<file path="src/rtl/pipe_ctrl_pkg.sv">
// Shared definitions for the pipeline stall controller: FSM encodings and default sizing.
package pipe_ctrl_pkg;

    typedef enum logic [1:0] {
        ST_RUN      = 2'd0,
        ST_MEM_WAIT = 2'd1,
        ST_ERROR    = 2'd2
    } state_e;

    localparam int DEF_TIMEOUT = 15;
    localparam int DEF_CNT_W   = 16;

endpackage

</file>
<file path="src/rtl/sat_counter.sv">
// Up-counter that sticks at all-ones instead of wrapping; synchronous clear and reset.
module sat_counter #(
    parameter int W = 16
) (
    input  logic         clk,
    input  logic         srst,
    input  logic         inc_i,
    input  logic         clr_i,
    output logic [W-1:0] count_o
);

    logic [W-1:0] count_q;
    logic [W-1:0] count_d;

    always_comb begin
        count_d = count_q;
        if (clr_i) begin
            count_d = '0;
        end else if (inc_i && (count_q != {W{1'b1}})) begin
            count_d = count_q + 1'b1;
        end
    end

    always_ff @(posedge clk) begin
        if (srst) begin
            count_q <= '0;
        end else begin
            count_q <= count_d;
        end
    end

    assign count_o = count_q;

endmodule

</file>
<file path="src/rtl/pipeline_stall_controller.sv">
// Pipeline freeze/flush/bubble sequencer with a memory-wait FSM, timeout trap and
// saturating stall/flush performance counters.
module pipeline_stall_controller
    import pipe_ctrl_pkg::*;
#(
    parameter int TIMEOUT = DEF_TIMEOUT,
    parameter int CNT_W   = DEF_CNT_W
) (
    input  logic             clk,
    input  logic             rst,
    input  logic             hazard,
    input  logic             branch_taken,
    input  logic             mem_req,
    input  logic             mem_ready,
    output logic             freeze_if,
    output logic             freeze_id,
    output logic             bubble_id_exe,
    output logic             flush_if_id,
    output logic             freeze_all,
    output logic             mem_timeout,
    output logic [CNT_W-1:0] stall_count,
    output logic [CNT_W-1:0] flush_count
);

    localparam logic [7:0] TIMEOUT_C = 8'(TIMEOUT);

    state_e     state_q, state_d;
    logic [7:0] wait_q, wait_d;
    logic       mem_timeout_q;
    logic       mem_stall;
    logic       hazard_stall;

    assign mem_stall = mem_req & ~mem_ready;

    // Output priority: ERROR > memory stall > branch > hazard.
    always_comb begin
        freeze_if     = 1'b0;
        freeze_id     = 1'b0;
        bubble_id_exe = 1'b0;
        flush_if_id   = 1'b0;
        freeze_all    = 1'b0;
        hazard_stall  = 1'b0;
        if (!rst) begin
            if (state_q == ST_ERROR || mem_stall) begin
                freeze_all = 1'b1;
                freeze_if  = 1'b1;
                freeze_id  = 1'b1;
            end else if (branch_taken) begin
                flush_if_id   = 1'b1;
                bubble_id_exe = 1'b1;
            end else if (hazard) begin
                freeze_if     = 1'b1;
                freeze_id     = 1'b1;
                bubble_id_exe = 1'b1;
                hazard_stall  = 1'b1;
            end
        end
    end

    always_comb begin
        state_d = state_q;
        wait_d  = wait_q;
        case (state_q)
            ST_RUN: begin
                if (mem_stall) begin
                    state_d = ST_MEM_WAIT;
                    wait_d  = 8'd1;
                end
            end
            ST_MEM_WAIT: begin
                if (mem_ready) begin
                    state_d = ST_RUN;
                    wait_d  = 8'd0;
                end else if (wait_q == TIMEOUT_C) begin
                    state_d = ST_ERROR;
                end else begin
                    wait_d = wait_q + 8'd1;
                end
            end
            ST_ERROR: begin
                state_d = ST_ERROR;
            end
            default: begin
                state_d = ST_RUN;
                wait_d  = 8'd0;
            end
        endcase
    end

    always_ff @(posedge clk) begin
        if (rst) begin
            state_q       <= ST_RUN;
            wait_q        <= 8'd0;
            mem_timeout_q <= 1'b0;
        end else begin
            state_q       <= state_d;
            wait_q        <= wait_d;
            mem_timeout_q <= mem_timeout_q | (state_d == ST_ERROR);
        end
    end

    assign mem_timeout = mem_timeout_q;

    sat_counter #(.W(CNT_W)) u_stall_cnt (
        .clk     (clk),
        .srst    (rst),
        .inc_i   (freeze_all | hazard_stall),
        .clr_i   (1'b0),
        .count_o (stall_count)
    );

    sat_counter #(.W(CNT_W)) u_flush_cnt (
        .clk     (clk),
        .srst    (rst),
        .inc_i   (flush_if_id),
        .clr_i   (1'b0),
        .count_o (flush_count)
    );

endmodule

</file>
<file path="config.mk">
export PLATFORM = sky130hd
export DESIGN_NAME = pipeline_stall_controller
export DESIGN_NICKNAME = d
export VERILOG_FILES = /design/src/rtl/pipe_ctrl_pkg.sv /design/src/rtl/sat_counter.sv /design/src/rtl/pipeline_stall_controller.sv
export SDC_FILE = /design/constraint.sdc
export NUM_CORES = 1
export LEC_CHECK = 0
export ABC_AREA = 1
export BUFFER_PORTS_ARGS = -buffer_cell sky130_fd_sc_hd__buf_2
export CAP_MARGIN = 0
export CORE_MARGIN = 1.5
export CORE_UTILIZATION = 30
export CTS_CLUSTER_SIZE = 20
export DETAILED_ROUTE_END_ITERATION = 16
export PLACE_DENSITY = 0.48
export SYNTH_ARGS = -nofsm -noshare
export SYNTH_HDL_FRONTEND = slang
export SYNTH_SLANG_ARGS = --single-unit
</file>
<file path="constraint.sdc">
create_clock -name clk -period 2.6 [get_ports clk]
set_input_delay 0.39 -clock clk [delete_from_list [all_inputs] [get_ports clk]]
set_output_delay 0.39 -clock clk [all_outputs]
set_load 0.02 [all_outputs]
</file>
# After elaboration in Yosys (flattened, before gate mapping)
# Index checks and enable logic that the tools add are counted.
[totals]
reg_bits = 43
latchBits = 0
memories = 0
rom_bits = 0
wordCells = 48
ramBits = 0
output_inout_bits = 38
[op_classes]
n_eq_ne = 8
magnitude_cmp = 0
bitwise_logic = 5
n_mul = 0
n_reduce_logical = 5
n_mux = 22
n_shift = 0
div_mod_pow = 0
n_addsub = 3
[ops]
columns = ["cell", "count"]
rows = [
  ["$add A16 B1 Y16 const B", 2],
  ["$ne A16 B16 Y1 const B", 2],
  ["$mux W8", 3],
  ["$pmux W8 S3", 1],
  ["$mux W1", 14],
  ["$add A8 B1 Y8 const B", 1],
  ["$eq A8 B4 Y1 const B", 1],
  ["$mux W2", 3],
  ["$pmux W2 S3", 1],
  ["$eq A2 B2 Y1 const B", 2],
  ["$ne A3 B3 Y1 const B", 1],
  ["$reduce_and A3 Y1", 1],
  ["$eq A2 B1 Y1 const B", 1],
  ["$logic_and A1 B1 Y1", 2],
  ["$logic_not A2 Y1", 1],
  ["$ne A2 B2 Y1 const B", 1],
  ["$not A1 Y1", 2],
  ["$or A1 B1 Y1", 2],
  ["$and A1 B1 Y1", 1],
  ["$logic_or A1 B1 Y1", 1],
]

# Depth between registers and ports, before layout
# Gate-level depths: netlist (run 1).
[depth]
ltp_word = 7
ltp_mapped = 10
mapped_depth_nobuf = 10

# By module
# A second synthesis (run 1) with hierarchy kept.
[unflattened]
hier_cells = 422
area_unflattened_um2 = 2735.1
[by_module_without_submodules]
columns = ["mod", "seq_area_each_um2", "instances", "cells_each", "area_each_um2"]
rows = [
  ["sat_counter", 320.3, 2, 156, 1004.7],
  ["pipeline_stall_controller", 220.2, 1, 110, 725.7],
]

# Worst setup path after synthesis (run 1)
# OpenSTA, ideal clock, no wires.
[synth_timing]
path_kind = "flip-flop to flip-flop"
from = "register u_stall_cnt.count_q[0] (netlist: u_stall_cnt.count_o[0])"
to = "register u_stall_cnt.count_q[14] (netlist: u_stall_cnt.count_o[14])"
path_stages_with_launch = 11
period_less_slack_ns = 1.630
t_required_ns = 2.533
n_path_buf = 1
setup_slack_ns = 0.970
arrival_ns = 1.562
path_cell_list = "dfxtp_1 -> ha_1 -> nand3_2 -> inv_2 -> nand2_2 -> clkinv_2 -> nand3_4 -> nand2_4 -> buf_6 -> nand2_1 -> a21oi_2"
[synth_between]
elab_chain_len = 2
elab_cells_between_ends = 3
[synth_rtl]
columns = ["item", "line", "text"]
rows = [
  ["start, declared", "sat_counter.sv:12", "logic [W-1:0] count_q;"],
  ["start signal, assigned", "sat_counter.sv:28", "count_q <= count_d;"],
  ["parallel branches: the longest is 2 deep, another holds $add A16 B1 Y16", "--", ""],
]
# Several ways; the timed one is not identified.
# A chain may end at the register's enable or synchronous reset.

# Worst setup path in the final report (run 1)
[layout_timing]
from = "register state_q[0]"
to = "output port freeze_if"
[layout_between]
elab_chain_len = 4
[layout_rtl]
columns = ["item", "line", "text"]
rows = [
  ["start, declared", "pipeline_stall_controller.sv:27", "state_e state_q, state_d;"],
  ["start signal, assigned", "pipeline_stall_controller.sv:96", "state_q <= state_d;"],
  ["$eq A2 B2 Y1", "pipeline_stall_controller.sv:44", "if (state_q == ST_ERROR || mem_stall) begin"],
  ["$logic_or A1 B1 Y1", "pipeline_stall_controller.sv:44", ""],
  ["$mux W1", "pipeline_stall_controller.sv:44", ""],
  ["$mux W1", "pipeline_stall_controller.sv:43", "if (!rst) begin"],
  ["end, declared", "pipeline_stall_controller.sv:15", "output logic freeze_if,"],
]
# No other way between the ends.

==> results.py, run 1 <==
metrics = {
    "clocking": {
        "cts_hold_buf": 0,
        "cts.sinks": 43,
        "cts_max_level": 2,
        "cts_tree": "built",
        "post_cts_buffers": 0,
        "max-clock-path-buffers": 2,
        "path_clk_slew_ns": 0.09,
        "root_buffer": "clkbuf_8",
        "cts_buffers": 5,
        "clk_latency_ns": 0.30,
        "cts_resized": 0,
    },
    "timing": {
        "slew_headroom_pct": 62.10,
        "finClkSkew_ns": 0.01411,
        "setup_viol": 0,
        "worst_pin_slew_ns": 0.5625,
        "rsz0062_at_grt": "no",
        "fmax_ghz": 0.5524,
        "finalSetupTns_ns": 0,
        "hold_violations": 0,
        "drv_slew": 0,
        "period_needed_ns": 1.810,
        "hold_slack_ns": 0.4348,
        "fin_crit_sh_pct": 69.62,
    },
    "placement": {
        "place_hpwl_mm": 5.002,
        "place_congestion": 0.7987,
        "place_area_mm2": 0.002910,
        "io_buffers": 43,
    },
    "synthesis": {
        "seq_area_frac_synth_pct": 32.98,
        "synth.avg_cell_area_um2": 6.541,
        "synthArstFlopShare_pct": 0,
        "syn-cell-area_mm2": 0.002610,
        "synth_area_leaders": "dfxtp_1, nand2_1, nor2_1",
        "synth_edf_count": 0,
        "syn_inst": 399,
        "synthTopCellsByCount": "nand2_1, nor2_1, dfxtp_1, a21oi_1, inv_1",
        "syn-num-nets": 408,
        "yosysTopAreaCell": "dfxtp_1",
        "yosys_most_used_dff": "dfxtp_1",
        "yosys.cell_types.count": 33,
        "ys_ff_latch": 43,
        "ys_warn_count": 0,
        "netlist.area_leader.share_pct": 32.98,
        "synth_most_common_cell": "nand2_1",
    },
    "layout": {
        "area_growth_pct": 16.01,
        "drive_above_1_share_pct": 19.19,
        "fin_area_mm2": 0.003028,
        "nets": 451,
        "nFillCells": 926,
        "seqCellArea_um2": 860.8,
        "diodes": 0,
        "multi_input_comb_area_mm2": 0.001554,
    },
    "power": {
        "p_leak_uw": 0.001239,
        "ir_drop_v": 0.0002298,
        "power_density_mw_per_mm2": 446.8,
    },
    "floorplanning": {
        "dieArea_mm2": 0.009269,
        "start_util_pct": 31.29,
        "die_y_um": 96.28,
        "die_w_um": 96.28,
        "io_pins": 44,
        "fp.coreArea_mm2": 0.008341,
        "rows": 33,
    },
    "run_status": {
        "status": "finished clean",
    },
    "global_routing": {
        "grt_max_degree": 26,
        "grt-ovfl-total": 0,
        "first_global_vias": 2364,
        "antenna_found_initial": 0,
        "grt_usage_pct": 15.71,
        "grt_pass1_wl_mm": 11.35,
    },
    "worst_setup_path": {
        "critical_path_required_ns": 2.21,
        "critical_path_class": "reg2out",
        "worst_ep_arrival_time_ns": 1.42,
        "endpoint_kind": "output pin",
        "cp_cell_sequence": "inv_1, nand2_1, nand2_4, nand2_2, nand2_2, buf_2",
        "crit_path_frequent_cell": "nand2_2",
        "cp_slowest_cell": "dfxtp_1",
        "critPathLaunchType": "flip-flop",
        "slowest_delay_ns": 0.32,
        "path_max_fanout": 11,
    },
    "routing": {
        "wirelength_mm": 6.772,
        "drt_iter0_drc": 106,
        "postRouteAntennaNets": 0,
        "dr.pass1.iters": 4,
        "vias_per_cell": 4.661,
        "drt-wirelength-per-cell_um": 12.36,
        "drc": 0,
        "routed-via-count": 2554,
    },
    "job": {
        "cap_violations": 0,
    },
    "hold_path": {
        "hp-class": "in2reg",
    },
}
==> cell families (layout without fill, tap and decap cells) <==
| family | count (synthesis) | in the layout | share of synthesized area [%] |
|---|---|---|---|
| buffers and inverters | 44 | 88 | 7.478 |
| AO/OA/AOI/OAI | 49 | 49 | 10.64 |
| XOR/XNOR | 12 | 12 | 4.027 |
| flip-flops | 43 | 43 | 32.98 |
| adder cells (fa/ha/maj) | 3 | 3 | 1.438 |
| AND/OR/NAND/NOR | 248 | 248 | 43.43 |
==> report_power, final <==
| part | switching, uW | total (uW) | internal, uW |
|---|---|---|---|
| logic | 84.8 | 117 | 32.4 |
| clock network | 246 | 557 | 311 |
| registers | 11.4 | 678 | 667 |
==> metrics by stage <==
step	cells	utilization [%]	setup slack [ns]	power (uW)
6_report	548	36.30	0.7898	1353
5_1_grt	548	36.30	0.6824	1415
4_1_cts	548	36.30	0.7527	1378
3_5_place_dp	540	34.89	0.7136	813.6
3_3_place_gp	540	34.89	0.7853	811.9
2_1_floorplan	399	-	0.9703	776.2
==> placed cells by master, fill, tap and decap left out <==
| master | synthesis | routed |
|---|---|---|
| nand4_1 | 12 | 12 |
| inv_2 | 3 | 3 |
| buf_2 | 1 | 43 |
| o21ai_0 | 11 | 11 |
| xor2_1 | 11 | 11 |
| or3_1 | 1 | 1 |
| nor2_4 | 3 | 3 |
| a21oi_2 | 4 | 4 |
| nand3_4 | 2 | 2 |
| nand2_4 | 3 | 3 |
| nor3_1 | 2 | 2 |
| nand3b_1 | 4 | 4 |
| o21a_4 | 1 | 1 |
| nand2_1 | 127 | 127 |
| dfxtp_1 | 43 | 43 |
| o21bai_1 | 1 | 1 |
| nor3b_1 | 1 | 1 |
| nand3_2 | 2 | 2 |
| ha_1 | 3 | 3 |
| nand2_2 | 10 | 10 |
| buf_4 | 1 | 2 |
| inv_1 | 30 | 30 |
| a21boi_0 | 1 | 1 |
| nand3_1 | 27 | 27 |
| a21o_1 | 1 | 1 |
| clkinv_2 | 2 | 3 |
| xnor2_1 | 1 | 1 |
| nor2_1 | 52 | 52 |
| nor2_2 | 2 | 2 |
| bufinv_16 | 0 | 1 |
| a21oi_1 | 30 | 30 |
| clkbuf_8 | 0 | 6 |
==> final cells by class <==
cell class	instances	area share (%)
clock inverter	2	1.157
multi-input combinational	312	51.32
sequential	43	28.43
tap	105	4.339
timing repair buffer	45	7.603
clock buffer	6	2.727
inverter	35	4.421
==> worst paths after layout <==
kind	start	end	slack, ns	cells past startpoint
worst min register to register	mem_timeout	mem_timeout	0.49	2
worst max-delay path	state_q[0]	freeze_if	0.79	6
worst min-delay path	rst	state_q[1]	0.43	2
worst max register to register	u_stall_cnt.count_o[0]	u_stall_cnt.count_o[0]	0.93	9
==> routing by layer <==
| layer | up-vias | wire, um | track usage, % |
|---|---|---|---|
| met3 | 4 | 187 | 2.370 |
| met4 | 0 | 43 | 3.676 |
| met5 | - | 0 | 0 |
| met1 | 1152 | 3452 | 20.99 |
| met2 | 34 | 3089 | 26.41 |
| li1 | 1364 | - | - |
==> worst max-delay path, delay by kind of cell, from the launching register on <==
| kind | cells | cell delay (ns) |
|---|---|---|
| DFF | 1 | 0.32 |
| and+or+nand+nor | 4 | 0.48 |
| buffers and inverters | 2 | 0.32 |
==> state kept, by name, summed over array words and instances, names as in the netlist <==
name,cells
u_flush_cnt.count_o,16
u_stall_cnt.count_o,16
wait_q,8
mem_timeout,1
state_q,2
(Power assumes the default switching activity.)
==> run 2: changes to the inputs <==
clock period = 1.8 ns   (was 2.6 ns; I/O delays follow)
==> run 2 against run 1 <==
  * Critical endpoint unchanged
  * Die area unchanged
  * Combinational power increased by 58%
  * Global-route usage decreased by 0.14 points
  * Worst hold slack got worse by 0.097 ns
==> results.py, run 2 (synthesis gave the netlist of run 1 again) <==
metrics = {
    "clocking": {
        "cts_buffers": 5,
        "cts_tree": "built",
        "cts_max_level": 2,
        "cts.sinks": 43,
        "post_cts_buffers": 0,
        "root_buffer": "clkbuf_8",
        "path_clk_slew_ns": 0.08,
        "max-clock-path-buffers": 2,
        "clk_latency_ns": 0.31,
    },
    "timing": {
        "slew_headroom_pct": 72.01,
        "rsz0062_at_grt": "no",
        "period_needed_ns": 1.626,
        "finalSetupTns_ns": 0,
        "worst_pin_slew_ns": 0.4198,
        "finClkSkew_ns": 0.01322,
        "setup_viol": 0,
        "fin_crit_sh_pct": 90.36,
        "drv_slew": 0,
        "hold_violations": 0,
        "fmax_ghz": 0.6148,
    },
    "floorplanning": {
        "start_util_pct": 31.29,
        "rows": 33,
        "io_pins": 44,
        "dieArea_mm2": 0.009269,
        "die_w_um": 96.28,
        "die_y_um": 96.28,
        "fp.coreArea_mm2": 0.008341,
    },
    "routing": {
        "dr.pass1.iters": 6,
        "wl_met3_um": 197,
        "routed-via-count": 2590,
        "wirelength_mm": 6.608,
        "met2WireLength_mm": 3.069,
        "postRouteAntennaNets": 0,
        "wl_met1_mm": 3.253,
        "highest-signal-layer": "met4",
        "drt-wirelength-per-cell_um": 11.82,
        "drt_iter0_drc": 126,
        "drc": 0,
        "vias_per_cell": 4.633,
    },
    "global_routing": {
        "antenna_found_initial": 0,
        "grt-ovfl-total": 0,
        "first_global_vias": 2389,
        "grt_max_degree": 36,
        "grt_usage_pct": 15.57,
        "grt_pass1_wl_mm": 11.21,
    },
    "layout": {
        "area_growth_pct": 18.65,
        "layout_commonest_cell": "nand2_1",
        "drive_above_1_share_pct": 21.15,
        "nets": 462,
        "final_cell_mix": "nand2_1, nor2_1, buf_2, dfxtp_1",
        "fin_util_pct": 37.13,
        "diodes": 0,
    },
    "power": {
        "sw_frac_of_total_pct": 27.30,
        "ir_drop_v": 0.0002332,
        "internal-power_uw": 1297,
        "power_density_mw_per_mm2": 576.1,
        "power_frac_clock_pct": 34.9,
        "seq_power_share_pct": 54.7,
        "p_leak_uw": 0.001279,
        "power_uw": 1784,
        "p_comb_share_pct": 10.4,
        "p_switching_uw": 486.9,
    },
    "worst_setup_path": {
        "critPathLaunchType": "flip-flop",
        "endpoint_kind": "output pin",
        "critical_path_class": "reg2out",
        "rrSetupSlack_ns": 0.22,
        "path_max_fanout": 11,
        "critical_path_required_ns": 1.53,
        "worst_ep_arrival_time_ns": 1.36,
    },
    "job": {
        "cap_violations": 0,
    },
    "placement": {
        "place_congestion": 0.8184,
        "place_hpwl_mm": 4.880,
        "io_buffers": 43,
    },
    "hold_path": {
        "hp-class": "in2reg",
    },
    "run_status": {
        "status": "finished clean",
    },
}
## run 2: worst paths after layout
path,from,end,cells after the start
setup / recovery,state_q[0],freeze_if,6
hold / removal,mem_ready,wait_q[6],4
setup reg to reg,u_stall_cnt.count_o[0],u_stall_cnt.count_o[13],9
hold reg to reg,mem_timeout,mem_timeout,2
## run 2: metal layers
metal  vias up  global-route usage, %
met5         -                      0
met4         0                  4.779
met3         6                  2.844
met2        30                  26.06
met1      1168                  20.17
li1       1386                      -
## run 2: power groups by stage
| stage | Sequential, uW | Combinational (uW) | Clock [uW] |
|---|---|---|---|
| floorplan | 1010 | 111 | 0 |
| global placement | 998 | 189 | 0 |
| detailed placement | 999 | 188 | 0 |
| CTS | 977 | 188 | 654 |
| global route | 979 | 207 | 689 |
| finish | 977 | 185 | 622 |
## run 2: cell type report
type	instances	area (um^2)
Timing Repair Buffer	56	325.3
Inverter	35	133.9
Tap cell	105	131.4
Clock buffer	7	76.32
Sequential cell	43	860.8
Clock inverter	1	5.005
Fill cell	904	5244
Multi-Input combinational cell	312	1564
## run 2: stage by stage
| stage | worst slack [ns] | hold slack (ns) | area, um^2 | cells |
|---|---|---|---|---|
| after floorplan | 0.1703 | 0.4678 | 2610 | 399 |
| after global placement | 0.1517 | 0.4512 | 3005 | 551 |
| after detailed placement | 0.1565 | 0.4474 | 3005 | 551 |
| after CTS | 0.03907 | 0.3335 | 3087 | 559 |
| after global routing | 0.01242 | 0.3521 | 3097 | 559 |
| final | 0.1736 | 0.3374 | 3097 | 559 |
## run 2: repair_timing
action                                  4_1_cts  5_1_grt
hold buffers                                  0        0
gates resized for setup                       0        3
endpoints found under the setup margin        0        9
## run 2: critical path: stages, from the launching register on
cell and delay [ns]:
dfxtp_1 0.32, inv_1 0.09, nand2_1 0.10, nand2_4 0.09, nand2_2 0.08, nand2_4 0.17, buf_2 0.20
==> run 3: changes to the inputs <==
ABC_AREA = not set   (was 1)
SYNTH_HIERARCHICAL = 1   (was not set)
==> run 3 against run 2 <==
  * The flow now finishes with violations (setup timing)
  * Global-route usage shrank 1.6 points
  * Total power shrank 5.8%
  * Cell area grew 2.2%
  * Largest cell class unchanged
==> results.py, run 3 <==
metrics = {
    "floorplanning": {
        "start_util_pct": 30.60,
        "dieArea_mm2": 0.008851,
        "io_pins": 44,
        "rows": 33,
        "die_w_um": 94.08,
        "die_y_um": 94.08,
        "fp.coreArea_mm2": 0.008134,
    },
    "routing": {
        "highest-signal-layer": "met4",
        "drt-wirelength-per-cell_um": 13.00,
        "postRouteAntennaNets": 0,
        "wl_met3_um": 193,
        "routed-via-count": 2295,
        "met2WireLength_mm": 2.957,
        "wirelength_mm": 6.005,
        "wl_met1_mm": 2.810,
        "drt_iter0_drc": 32,
        "drc": 0,
        "vias_per_cell": 4.968,
        "dr.pass1.iters": 4,
    },
    "clocking": {
        "max-clock-path-buffers": 2,
        "cts_hold_buf": 0,
        "clk_latency_ns": 0.29,
        "cts.sinks": 43,
        "root_buffer": "clkbuf_8",
        "path_clk_slew_ns": 0.08,
        "cts_buffers": 5,
        "cts_max_level": 2,
        "cts_tree": "built",
    },
    "layout": {
        "fin_util_pct": 38.90,
        "nFillCells": 834,
        "seqCellArea_um2": 863.3,
        "drive_above_1_share_pct": 35.85,
        "nets": 367,
        "area_growth_pct": 27.15,
        "final_cell_mix": "buf_2, dfxtp_1, nand2_1, buf_4, a21oi_1",
        "layout_commonest_cell": "buf_2",
        "multi_input_comb_area_mm2": 0.001643,
        "diodes": 0,
    },
    "timing": {
        "finalSetupTns_ns": -0.001402,
        "setup_slack_ns": -0.001402,
        "setup_viol": 1,
        "drv_slew": 0,
        "finClkSkew_ns": 0.008480,
        "fmax_ghz": 0.5551,
        "period_needed_ns": 1.801,
        "hold_violations": 0,
        "rsz0062_at_grt": "yes",
        "fin_crit_sh_pct": 100.1,
        "hold_slack_ns": 0.3716,
    },
    "worst_setup_path": {
        "r2r_end": "u_flush_cnt/count_o[10]",
        "path_max_fanout": 5,
        "critPathLaunchType": "flip-flop",
        "rr_startpoint": "state_q[1]",
        "critical_path_required_ns": 2.02,
        "endpoint_kind": "flip-flop",
        "r2r_cells": 8,
        "rrSetupSlack_ns": -0.001,
        "worst_ep_arrival_time_ns": 2.03,
        "critical_path_class": "reg2reg",
    },
    "power": {
        "ir_drop_v": 0.0002074,
        "power_density_mw_per_mm2": 531.0,
        "power_uw": 1680,
        "p_leak_uw": 0.001283,
    },
    "synthesis": {
        "yosys.cell_types.count": 50,
        "syn-cell-area_mm2": 0.002489,
        "synth_most_common_cell": "dfxtp_1",
        "ys_warn_count": 6,
        "synth_area_leaders": "dfxtp_1, mux2i_1, nand2_1",
        "synth_edf_count": 0,
        "seq_area_frac_synth_pct": 34.59,
        "synth.avg_cell_area_um2": 8.888,
        "synthArstFlopShare_pct": 0,
        "syn_inst": 280,
        "ys_ff_latch": 43,
        "synthTopCellsByCount": "dfxtp_1, nand2_1, a21oi_1, nor2_1",
        "yosys_most_used_dff": "dfxtp_1",
        "yosysTopAreaCell": "dfxtp_1",
        "netlist.area_leader.share_pct": 34.59,
    },
    "placement": {
        "place_hpwl_mm": 4.483,
        "pre_cts_ws_ns": -0.1080,
        "place_congestion": 0.7546,
        "io_buffers": 43,
    },
    "hold_path": {
        "min_to": "state_q[0]",
        "min_path_cells": 4,
        "worstHoldStart": "mem_ready",
        "hp-class": "in2reg",
    },
    "global_routing": {
        "first_global_vias": 2103,
        "antenna_found_initial": 0,
        "grt-ovfl-total": 0,
        "grt_max_degree": 17,
        "grt_pass1_wl_mm": 10.01,
        "grt_usage_pct": 13.99,
    },
    "run_status": {
        "violations": "setup timing",
        "status": "finished with violations",
    },
    "job": {
        "cap_violations": 0,
    },
}
run 3: cell types whose count changed after synthesis, sizes merged, moves of 9 or more:
cell	change
a31oi	+9
or3	+15
nand3	-21
and3	+14
a21oi	-13
and2	+9
nor2	-41
mux2i	+12
inv	-29
nand2	-111
run 3: cell families (layout without fill, tap and decap cells):
logic type / after synthesis / count (layout) / share of synthesized area, %
simple gates: 126 / 126 / 31.52
compound gates: 74 / 74 / 20.66
flops: 43 / 43 / 34.59
buf+inv: 18 / 82 / 5.681
mux: 12 / 12 / 4.827
fa+ha+maj: 3 / 3 / 1.508
xor+xnor: 3 / 3 / 1.056
other cells: 1 / 14 / 0.1507
run 3: worst max-delay path by stage:
stage                       from                      end  cells past startpoint  slack [ns]
floorplan             state_q[0]   u_flush_cnt/count_o[8]                     10       -0.06
global placement    branch_taken  u_stall_cnt/count_o[13]                      8       -0.08
detailed placement  branch_taken  u_stall_cnt/count_o[11]                      7       -0.11
CTS                   state_q[1]  u_flush_cnt/count_o[10]                      8       -0.01
global route          state_q[1]  u_flush_cnt/count_o[10]                      8       -0.11
finish                state_q[1]  u_flush_cnt/count_o[10]                      8      -0.001
run 3: final cells by class:
class | count | area share, %
multi-input combinational | 232 | 51.92
sequential | 43 | 27.28
timing repair buffer | 72 | 13.88
tap | 105 | 4.152
clock buffer | 6 | 2.293
inverter | 4 | 0.4745
run 3: critical path, stage by stage (launching register included):
cell and delay (ns):
dfxtp_2 0.32, nor2b_4 0.13, a21oi_4 0.13, nor2b_4 0.17, and2_4 0.17, and4_4 0.26
nand3_4 0.09, or3_4 0.34, a21oi_2 0.14
run 3: report_power, final:
group / internal, uW / total [uW] / leakage (uW) / switching (uW)
combinational: 66.0 / 147 / 0.000899 / 81.5
sequential: 955 / 960 / 0.000348 / 4.95
clock: 259 / 572 / 0.0000371 / 313
run 3: through the flow:
step / area (um^2) / cells
final: 3164 / 462
after global routing: 3164 / 462
after CTS: 3104 / 461
after detailed placement: 2995 / 453
after global placement: 2995 / 453
after floorplan: 2584 / 293
run 3: timing repair:
item,4_1_cts,5_1_grt
setup buffers,2,1
setup endpoints to repair,12,19
pin swaps,2,2
gates resized for setup,4,12
run 3: metal layers:
| layer | track usage, % | vias to the layer above |
|---|---|---|
| li1 | - | 1195 |
| met3 | 2.832 | 4 |
| met2 | 24.40 | 36 |
| met1 | 17.43 | 1060 |
| met4 | 3.731 | 0 |
| met5 | 0 | - |
